$ cat src/rtl/bsk_mgr_common_param_pkg.sv
// Shared BSK manager storage parameters, derived widths and write-dispatch state type.
// Revision: 1.0
`default_nettype none

package bsk_mgr_common_param_pkg;

  localparam int BSK_CUT_NB   = 16;
  localparam int CUT_W        = 64;
  localparam int WORD_PER_CUT = 32;
  localparam int SLOT_NB      = 8;

  localparam int SLOT_W    = $clog2(SLOT_NB);
  localparam int CUT_ADD_W = $clog2(SLOT_NB * WORD_PER_CUT);
  localparam int CUT_ID_W  = $clog2(BSK_CUT_NB);
  localparam int WORD_ID_W = $clog2(WORD_PER_CUT);

  typedef enum logic [1:0] {
    ST_IDLE = 2'd0,
    ST_LOAD = 2'd1,
    ST_DONE = 2'd2
  } wr_state_e;

endpackage

`default_nettype wire

$ cat src/rtl/bsk_mgr_cut_wr_cnt.sv
// Cut/word counter pair: cut index advances per word, word index advances on cut wrap.
// Revision: 1.0
`default_nettype none

module bsk_mgr_cut_wr_cnt #(
  parameter int CUT_NB  = 16,
  parameter int WORD_NB = 32
) (
  input  logic                       clk,
  input  logic                       a_rst,
  input  logic                       clr,
  input  logic                       inc,
  output logic [$clog2(CUT_NB)-1:0]  cut_cnt,
  output logic [$clog2(WORD_NB)-1:0] word_cnt,
  output logic                       last
);

  localparam int CID_W = $clog2(CUT_NB);
  localparam int WID_W = $clog2(WORD_NB);

  localparam logic [CID_W-1:0] CUT_MAX  = CID_W'(CUT_NB - 1);
  localparam logic [WID_W-1:0] WORD_MAX = WID_W'(WORD_NB - 1);

  logic cut_wrap;

  assign cut_wrap = (cut_cnt == CUT_MAX);
  assign last     = cut_wrap && (word_cnt == WORD_MAX);

  always_ff @(posedge clk or posedge a_rst) begin
    if (a_rst) begin
      cut_cnt  <= '0;
      word_cnt <= '0;
    end else if (clr) begin
      cut_cnt  <= '0;
      word_cnt <= '0;
    end else if (inc) begin
      if (cut_wrap) begin
        cut_cnt  <= '0;
        word_cnt <= word_cnt + 1'b1;
      end else begin
        cut_cnt <= cut_cnt + 1'b1;
      end
    end
  end

endmodule

`default_nettype wire

$ cat src/rtl/bsk_mgr_cut_wr_dispatch.sv
// BSK storage write front end: spreads a slot's word stream round-robin over the RAM cuts.
// Revision: 1.0
`default_nettype none

module bsk_mgr_cut_wr_dispatch #(
  parameter int BSK_CUT_NB   = bsk_mgr_common_param_pkg::BSK_CUT_NB,
  parameter int CUT_W        = bsk_mgr_common_param_pkg::CUT_W,
  parameter int WORD_PER_CUT = bsk_mgr_common_param_pkg::WORD_PER_CUT,
  parameter int SLOT_NB      = bsk_mgr_common_param_pkg::SLOT_NB
) (
  input  logic                                    clk,
  input  logic                                    a_rst,
  input  logic                                    cmd_vld,
  output logic                                    cmd_rdy,
  input  logic [$clog2(SLOT_NB)-1:0]              cmd_slot,
  input  logic                                    in_vld,
  output logic                                    in_rdy,
  input  logic [CUT_W-1:0]                        in_data,
  input  logic [SLOT_NB-1:0]                      slot_rd_lock,
  output logic [BSK_CUT_NB-1:0]                   wr_en,
  output logic [$clog2(SLOT_NB*WORD_PER_CUT)-1:0] wr_add,
  output logic [CUT_W-1:0]                        wr_data,
  output logic                                    done_vld,
  output logic [$clog2(SLOT_NB)-1:0]              done_slot,
  output logic                                    busy
);

  import bsk_mgr_common_param_pkg::*;

  localparam int SLOT_BITS = $clog2(SLOT_NB);
  localparam int ID_BITS   = $clog2(BSK_CUT_NB);
  localparam int WORD_BITS = $clog2(WORD_PER_CUT);

  wr_state_e state, state_nxt;

  logic [SLOT_BITS-1:0]  slot_q;
  logic [ID_BITS-1:0]    cut_cnt;
  logic [WORD_BITS-1:0]  word_cnt;
  logic                  last_word;
  logic                  cmd_acc;
  logic                  in_hs;
  logic [BSK_CUT_NB-1:0] cut_onehot;

  // Gated by reset so the command port never looks ready while held in reset.
  assign cmd_rdy = (state == ST_IDLE) && !slot_rd_lock[cmd_slot] && !a_rst;
  assign in_rdy  = (state == ST_LOAD);
  assign cmd_acc = cmd_vld && cmd_rdy;
  assign in_hs   = in_vld && in_rdy;

  assign busy      = (state != ST_IDLE);
  assign done_vld  = (state == ST_DONE);
  assign done_slot = done_vld ? slot_q : '0;

  bsk_mgr_cut_wr_cnt #(
    .CUT_NB  (BSK_CUT_NB),
    .WORD_NB (WORD_PER_CUT)
  ) u_cnt (
    .clk      (clk),
    .a_rst    (a_rst),
    .clr      (cmd_acc),
    .inc      (in_hs),
    .cut_cnt  (cut_cnt),
    .word_cnt (word_cnt),
    .last     (last_word)
  );

  always_comb begin
    cut_onehot          = '0;
    cut_onehot[cut_cnt] = 1'b1;
  end

  always_ff @(posedge clk or posedge a_rst) begin
    if (a_rst) begin
      state <= ST_IDLE;
    end else begin
      state <= state_nxt;
    end
  end

  always_comb begin
    state_nxt = state;
    case (state)
      ST_IDLE: if (cmd_acc) state_nxt = ST_LOAD;
      ST_LOAD: if (in_hs && last_word) state_nxt = ST_DONE;
      ST_DONE: state_nxt = ST_IDLE;
      default: state_nxt = ST_IDLE;
    endcase
  end

  always_ff @(posedge clk or posedge a_rst) begin
    if (a_rst) begin
      slot_q <= '0;
    end else if (cmd_acc) begin
      slot_q <= cmd_slot;
    end
  end

  // Slot base address is slot*WORD_PER_CUT; power-of-two sizing makes it a concatenation.
  always_ff @(posedge clk or posedge a_rst) begin
    if (a_rst) begin
      wr_en   <= '0;
      wr_add  <= '0;
      wr_data <= '0;
    end else begin
      wr_en <= in_hs ? cut_onehot : '0;
      if (in_hs) begin
        wr_add  <= {slot_q, word_cnt};
        wr_data <= in_data;
      end
    end
  end

endmodule

`default_nettype wire

$ cat config.mk
export PLATFORM = sky130hd
export DESIGN_NAME = bsk_mgr_cut_wr_dispatch
export DESIGN_NICKNAME = d
export VERILOG_FILES = /design/src/rtl/bsk_mgr_common_param_pkg.sv /design/src/rtl/bsk_mgr_cut_wr_cnt.sv /design/src/rtl/bsk_mgr_cut_wr_dispatch.sv
export SDC_FILE = /design/constraint.sdc
export NUM_CORES = 1
export LEC_CHECK = 0
export ABC_CLOCK_PERIOD_IN_PS = 6500
export CELL_PAD_IN_SITES_DETAIL_PLACEMENT = 0
export CELL_PAD_IN_SITES_GLOBAL_PLACEMENT = 1
export CORE_ASPECT_RATIO = 1.4
export CORE_UTILIZATION = 33
export DETAILED_ROUTE_END_ITERATION = 10
export PLACE_DENSITY = 0.82
export SLEW_MARGIN = 10
export SYNTH_ARGS = -nofsm -noshare
export SYNTH_HDL_FRONTEND = slang
export SYNTH_SLANG_ARGS = --single-unit
$ cat constraint.sdc
create_clock -name clk -period 6.5 [get_ports clk]
set_clock_uncertainty 0.1 [all_clocks]
set_input_delay 1.95 -clock clk [delete_from_list [all_inputs] [get_ports clk]]
set_output_delay 1.95 -clock clk [all_outputs]
set_load 0.02 [all_outputs]
==> results of run 1 <==
==> tightest hold or removal path, stage by stage, from the launching register on <==
cell and delay (ns):
dfrtp_1 0.34, nand2_1 0.05, nand2_1 0.05
==> path summary, 6_finish.rpt <==
path / from / to / slack [ns] / depth (start not counted)
min in group asynchronous: a_rst / slot_q[2] / 2.05 / 2
max in group asynchronous: a_rst / wr_en[3] / 3.26 / 3
setup / recovery: cmd_slot[1] / cmd_rdy / 0.58 / 5
hold reg to reg: wr_data[37] / wr_data[37] / 0.37 / 2
hold / removal: wr_data[37] / wr_data[37] / 0.37 / 2
setup reg to reg: state[0] / u_cnt.word_cnt[4] / 4.26 / 4
==> cell usage in the layout, fill, tap and decap left out, drive strengths merged <==
cell type	instances
o21ai	3
clkinvlp	2
clkbuf	10
clkdlybuf4s50	173
or2	1
nand3b	1
a31oi	1
and2	4
xnor2	3
mux2	3
buf	3
nand2b	2
nand2	229
nor3	7
mux4	1
ha	6
a21o	1
dfrtp	102
nor2	17
a21oi	3
and3b	1
inv	8
a21boi	1
and3	2
xor2	1
clkinv	1
nor2b	2
mux2i	4
o22ai	1
nand3	3
==> power groups by stage <==
stage / combinational, mW / clock, mW / sequential (mW)
2_1_floorplan: 0.271 / 0 / 1.08
3_3_place_gp: 0.854 / 0 / 0.917
3_5_place_dp: 0.863 / 0 / 0.925
4_1_cts: 0.866 / 0.536 / 0.915
5_1_grt: 0.928 / 0.565 / 0.936
6_report: 0.852 / 0.518 / 0.913
==> registers in the layout, summed over array words and instances, names as in the netlist <==
register,flops
slot_q,3
state,2
u_cnt.cut_cnt,4
u_cnt.word_cnt,5
wr_add,8
wr_data,64
wr_en,16
==> through the flow <==
stage	std cells	total power [mW]	hold slack [ns]	area, um^2	util, %
final	743	2.28	0.372	6160	51.8
after global routing	743	2.43	0.399	6160	51.8
after CTS	743	2.32	0.379	6160	51.8
after detailed placement	727	1.79	0.361	5860	49.4
after global placement	727	1.77	0.356	5860	49.4
after floorplan	426	1.35	0.353	4020	-
==> per-layer routing <==
| layer | vias to the layer above | GRT usage [%] | routed length, um |
|---|---|---|---|
| met5 | - | 0 | 0 |
| met4 | 0 | 5.30 | 163 |
| met3 | 12 | 4.31 | 636 |
| met2 | 110 | 28.7 | 5140 |
| met1 | 1579 | 18.1 | 3840 |
| li1 | 1638 | - | - |
==> final cells by class <==
cell class,count,area (um^2)
Clock buffer,10,239
Clock inverter,6,52.6
Fill cell,1101,5720
Inverter,5,21.3
Multi-Input combinational cell,297,1350
Sequential cell,102,2550
Tap cell,147,184
Timing Repair Buffer,176,1750
==> logic make-up after synthesis <==
kind of cell    synth area share, %
simple gates                   26.3
flops                          63.4
buf+inv                        2.99
compound gates                 1.87
mux                            2.67
fa+ha+maj                      1.87
xor+xnor                      0.871
==> run summary, run 1 <==
Initial Utilization = 33.9%
Clk pwr share = 22.7%
die footprint = 12600 um^2
outcome = finished clean
Post-Syn Instances = 426
CP Capture Type = primary output
Area Growth Syn to Fin = 53.0%
total core area = 11900 um^2
FP Rows = 47
Final nets = 676
Post-synth EDFFs = 0
P_sw = 0.807 mW
MaxCap Viol Count = 0
Antenna Nets Post-Route = 0
power per standard cell area = 371 nW/um^2
drt first pass iters = 4
final setup vio count = 0
area share of the largest cell type after synthesis = 63.4%
# diodes = 0
most used cell along the critical path = clkdlybuf4s50_1
Tcrit/Tclk final = 91.1%
crit-path cells = clkdlybuf4s50_1 > mux2i_1 > mux4_2 > and2_1 > clkdlybuf4s50_1
total negative slack = 0 ns
HP Class = reg -> reg
layout cells sized above 1 = 5.03%
area leader, netlist = dfrtp_1
CP max stage delay = 0.62 ns
Total GRT Usage = 16.1%
pin count of the biggest net entering global routing = 66
post-CTS sizing = 0
worst endpoint data arrival time = 3.87 ns
I/O pins = 174
initial antenna violation count = 0
post-route minimum period = 5.92 ns
Setup WS post-layout = 0.576 ns
Yosys reg bits = 102
WS Path Type = in -> out
Place WS = 0.579 ns
Buf/Inv on CP = 2
via count = 3339
Seq/Total Area, Yosys = 63.4%
Netlist cell types = 30
DRC = 0
CTS buffer count = 9
WL final = 9.78 mm
CTS tree = done
Max Fclk = 0.169 GHz
crit-path max FO = 5
Top delay family on crit path = buffers and inverters
combinational group share of total power = 37.3%
CTS H-tree lvls = 3
Slew headroom = 42.7%
Net Sw Frac = 35.4%
crit path launch type = primary input
cts hold-fix bufs = 0
Synth Warn # = 0
first-pass GRT wire length = 15.8 mm
Critical Path RT = 4.45 ns
clock buffer depth = 2
clk sinks = 102
final hold viol count = 0
Max VDD drop = 0.155 mV
slowest CP cell = clkdlybuf4s50_1
Syn Area/Cell = 9.45 um^2
GRT overflow = 0
most frequent cells after synthesis = nand2_1, dfrtp_1, nor2_1
Worst-path clk slew = 0.07 ns
Pleak = 2.97 nW
Synth Flop Type = dfrtp_1
vias in the first global route = 3257
Syn Nets = 511
clk_lat worst skew = 0.34 ns
Via density = 4.49
count leader, synth = nand2_1
clk root buf = clkbuf_16
dpl hpwl = 6.95 mm
RSZ-0062 raised after global routing = false
Area contributors post-synth = dfrtp_1, nand2_1, ha_1
Pint = 1.48 mW
Slew @ Worst Pin = 0.859 ns
Pins Over Slew Limit = 0
WL per Instance = 13.2 um
post-CTS setup buffer count = 0
port bufs = 173
ys async rst share = 100%
Synth Cell Area = 4020 um^2
register share of total power = 40.0%
Die Y-Extent = 133 um
Final GP Congestion = 0.758
initial DRC count = 116
die width = 95.3 um
Power figures use the tool's default switching activity.
==> run 2: changes to the inputs <==
--- a/config.mk
+++ b/config.mk
@@ -12,6 +12,7 @@
 export CORE_UTILIZATION = 33
 export DETAILED_ROUTE_END_ITERATION = 10
 export PLACE_DENSITY = 0.82
+export RECOVER_POWER = 50
 export SLEW_MARGIN = 10
 export SYNTH_ARGS = -nofsm -noshare
 export SYNTH_HDL_FRONTEND = slang
==> run summary, run 2 (same netlist as run 1, synthesis figures left out) <==
outcome = finished with violations
failing checks = max-capacitance violations, max-slew violations
worst endpoint data arrival time = 3.87 ns
Final GP Congestion = 0.758
post-route minimum period = 5.92 ns
initial DRC count = 105
crit path launch type = primary input
Final nets = 676
pin count of the biggest net entering global routing = 66
P_sw = 0.801 mW
Place WS = 0.579 ns
Tcrit/Tclk final = 91.1%
most frequent cells in the layout = nand2_1, dfrtp_1, clkdlybuf4s50_1
WL per Instance = 13.1 um
Net Sw Frac = 35.9%
biggest regs = wr_data (64), wr_en (16), wr_add (8)
clk_lat worst skew = 0.34 ns
Total GRT Usage = 16.1%
total core area = 11900 um^2
vias in the first global route = 3257
via count = 3343
Placed Instances = 727
clock buffer depth = 2
commonest non-fill, non-tap cell in the layout = nand2_1
RSZ-0062 raised after global routing = false
die width = 95.3 um
Area Growth Syn to Fin = 52.9%
cell area after layout = 6150 um^2
register share of total power = 40.6%
Via density = 4.50
Pins Over Slew Limit = 113
WS Path Type = in -> out
total negative slack = 0 ns
Max VDD drop = 0.155 mV
drt first pass iters = 4
CP Capture Type = primary output
final hold viol count = 0
Core Util, Final = 51.8%
initial antenna violation count = 0
Finished Layout Cells = 743
Hold WS = 0.366 ns
layout filler cell count = 1101
dpl hpwl = 6.95 mm
Antenna Nets Post-Route = 0
die footprint = 12600 um^2
power per standard cell area = 362 nW/um^2
Pint = 1.43 mW
GRT overflow = 0
CTS buffer count = 9
combinational group share of total power = 36.1%
CTS tree = done
Max Fclk = 0.169 GHz
layout cells sized above 1 = 4.87%
port bufs = 173
max reg flops = 64
final setup vio count = 0
crit-path max FO = 5
Worst-path clk slew = 0.07 ns
post-CTS setup buffer count = 0
I/O pins = 174
post-CTS sizing = 0
cts hold-fix bufs = 0
Die Y-Extent = 133 um
Slew @ Worst Pin = 2.78 ns
Top reg by flops = wr_data
Slew headroom = -86.4%
first-pass GRT wire length = 15.8 mm
DP Area = 5860 um^2
# diodes = 0
Clk pwr share = 23.2%
Setup WS post-layout = 0.578 ns
Critical Path RT = 4.45 ns
DRC = 0
clk sinks = 102
Initial Utilization = 33.9%
WL final = 9.74 mm
total power = 2.23 mW
FP Rows = 47
Pleak = 3.09 nW
CTS H-tree lvls = 3
clk root buf = clkbuf_16
MaxCap Viol Count = 2
HP Class = reg -> reg
-- run 2: cell count changes in the layout (fill, tap and decap cells not counted) --
cell	change
inv_4	-1
clkdlybuf4s50_1	-80
clkinvlp_2	+1
and3b_2	-1
and3b_1	+1
dlygate4sd3_1	+80
-- run 2: layout make-up --
type	instances	area (um^2)	share of cell area, %
flip-flops and latches	102	2550	41.5
repair buffers	176	1750	28.5
multi-input cells	297	1350	22.0
clock buffers	10	239	3.88
well taps	147	184	2.99
clock inverters	6	52.6	0.854
inverters	5	20.0	0.325
-- run 2: critical path, stage by stage --
cell             delay, ns
clkdlybuf4s50_1       0.62
mux2i_1               0.12
mux4_2                0.48
and2_1                0.16
clkdlybuf4s50_1       0.55
-- run 2: power by group through the flow --
stage          clock (mW)  sequential (mW)  combinational (mW)
2_1_floorplan           0             1.08               0.271
4_1_cts             0.536            0.915               0.866
5_1_grt             0.565            0.931               0.882
3_3_place_gp            0            0.917               0.854
3_5_place_dp            0            0.925               0.863
6_report            0.518            0.906               0.806
-- run 2: path summary, 6_finish.rpt --
check | startpoint | to | slack (ns) | cells past startpoint
max | cmd_slot[1] | cmd_rdy | 0.58 | 5
min | wr_data[37] | wr_data[37] | 0.37 | 2
max reg2reg | state[1] | u_cnt.cut_cnt[2] | 3.88 | 4
min reg2reg | wr_data[37] | wr_data[37] | 0.37 | 2
max in group asynchronous | a_rst | wr_en[3] | 2.06 | 3
min in group asynchronous | a_rst | wr_data[63] | 2.79 | 2
-- run 2: metal layers --
layer	share of wire [%]	track usage, %	wire length, um	vias to the layer above
met2	53	28.7	5130	108
met4	1.7	5.30	163	0
li1	-	-	-	1641
met5	0	0	0	-
met3	6.7	4.31	652	12
met1	39	18.1	3790	1582
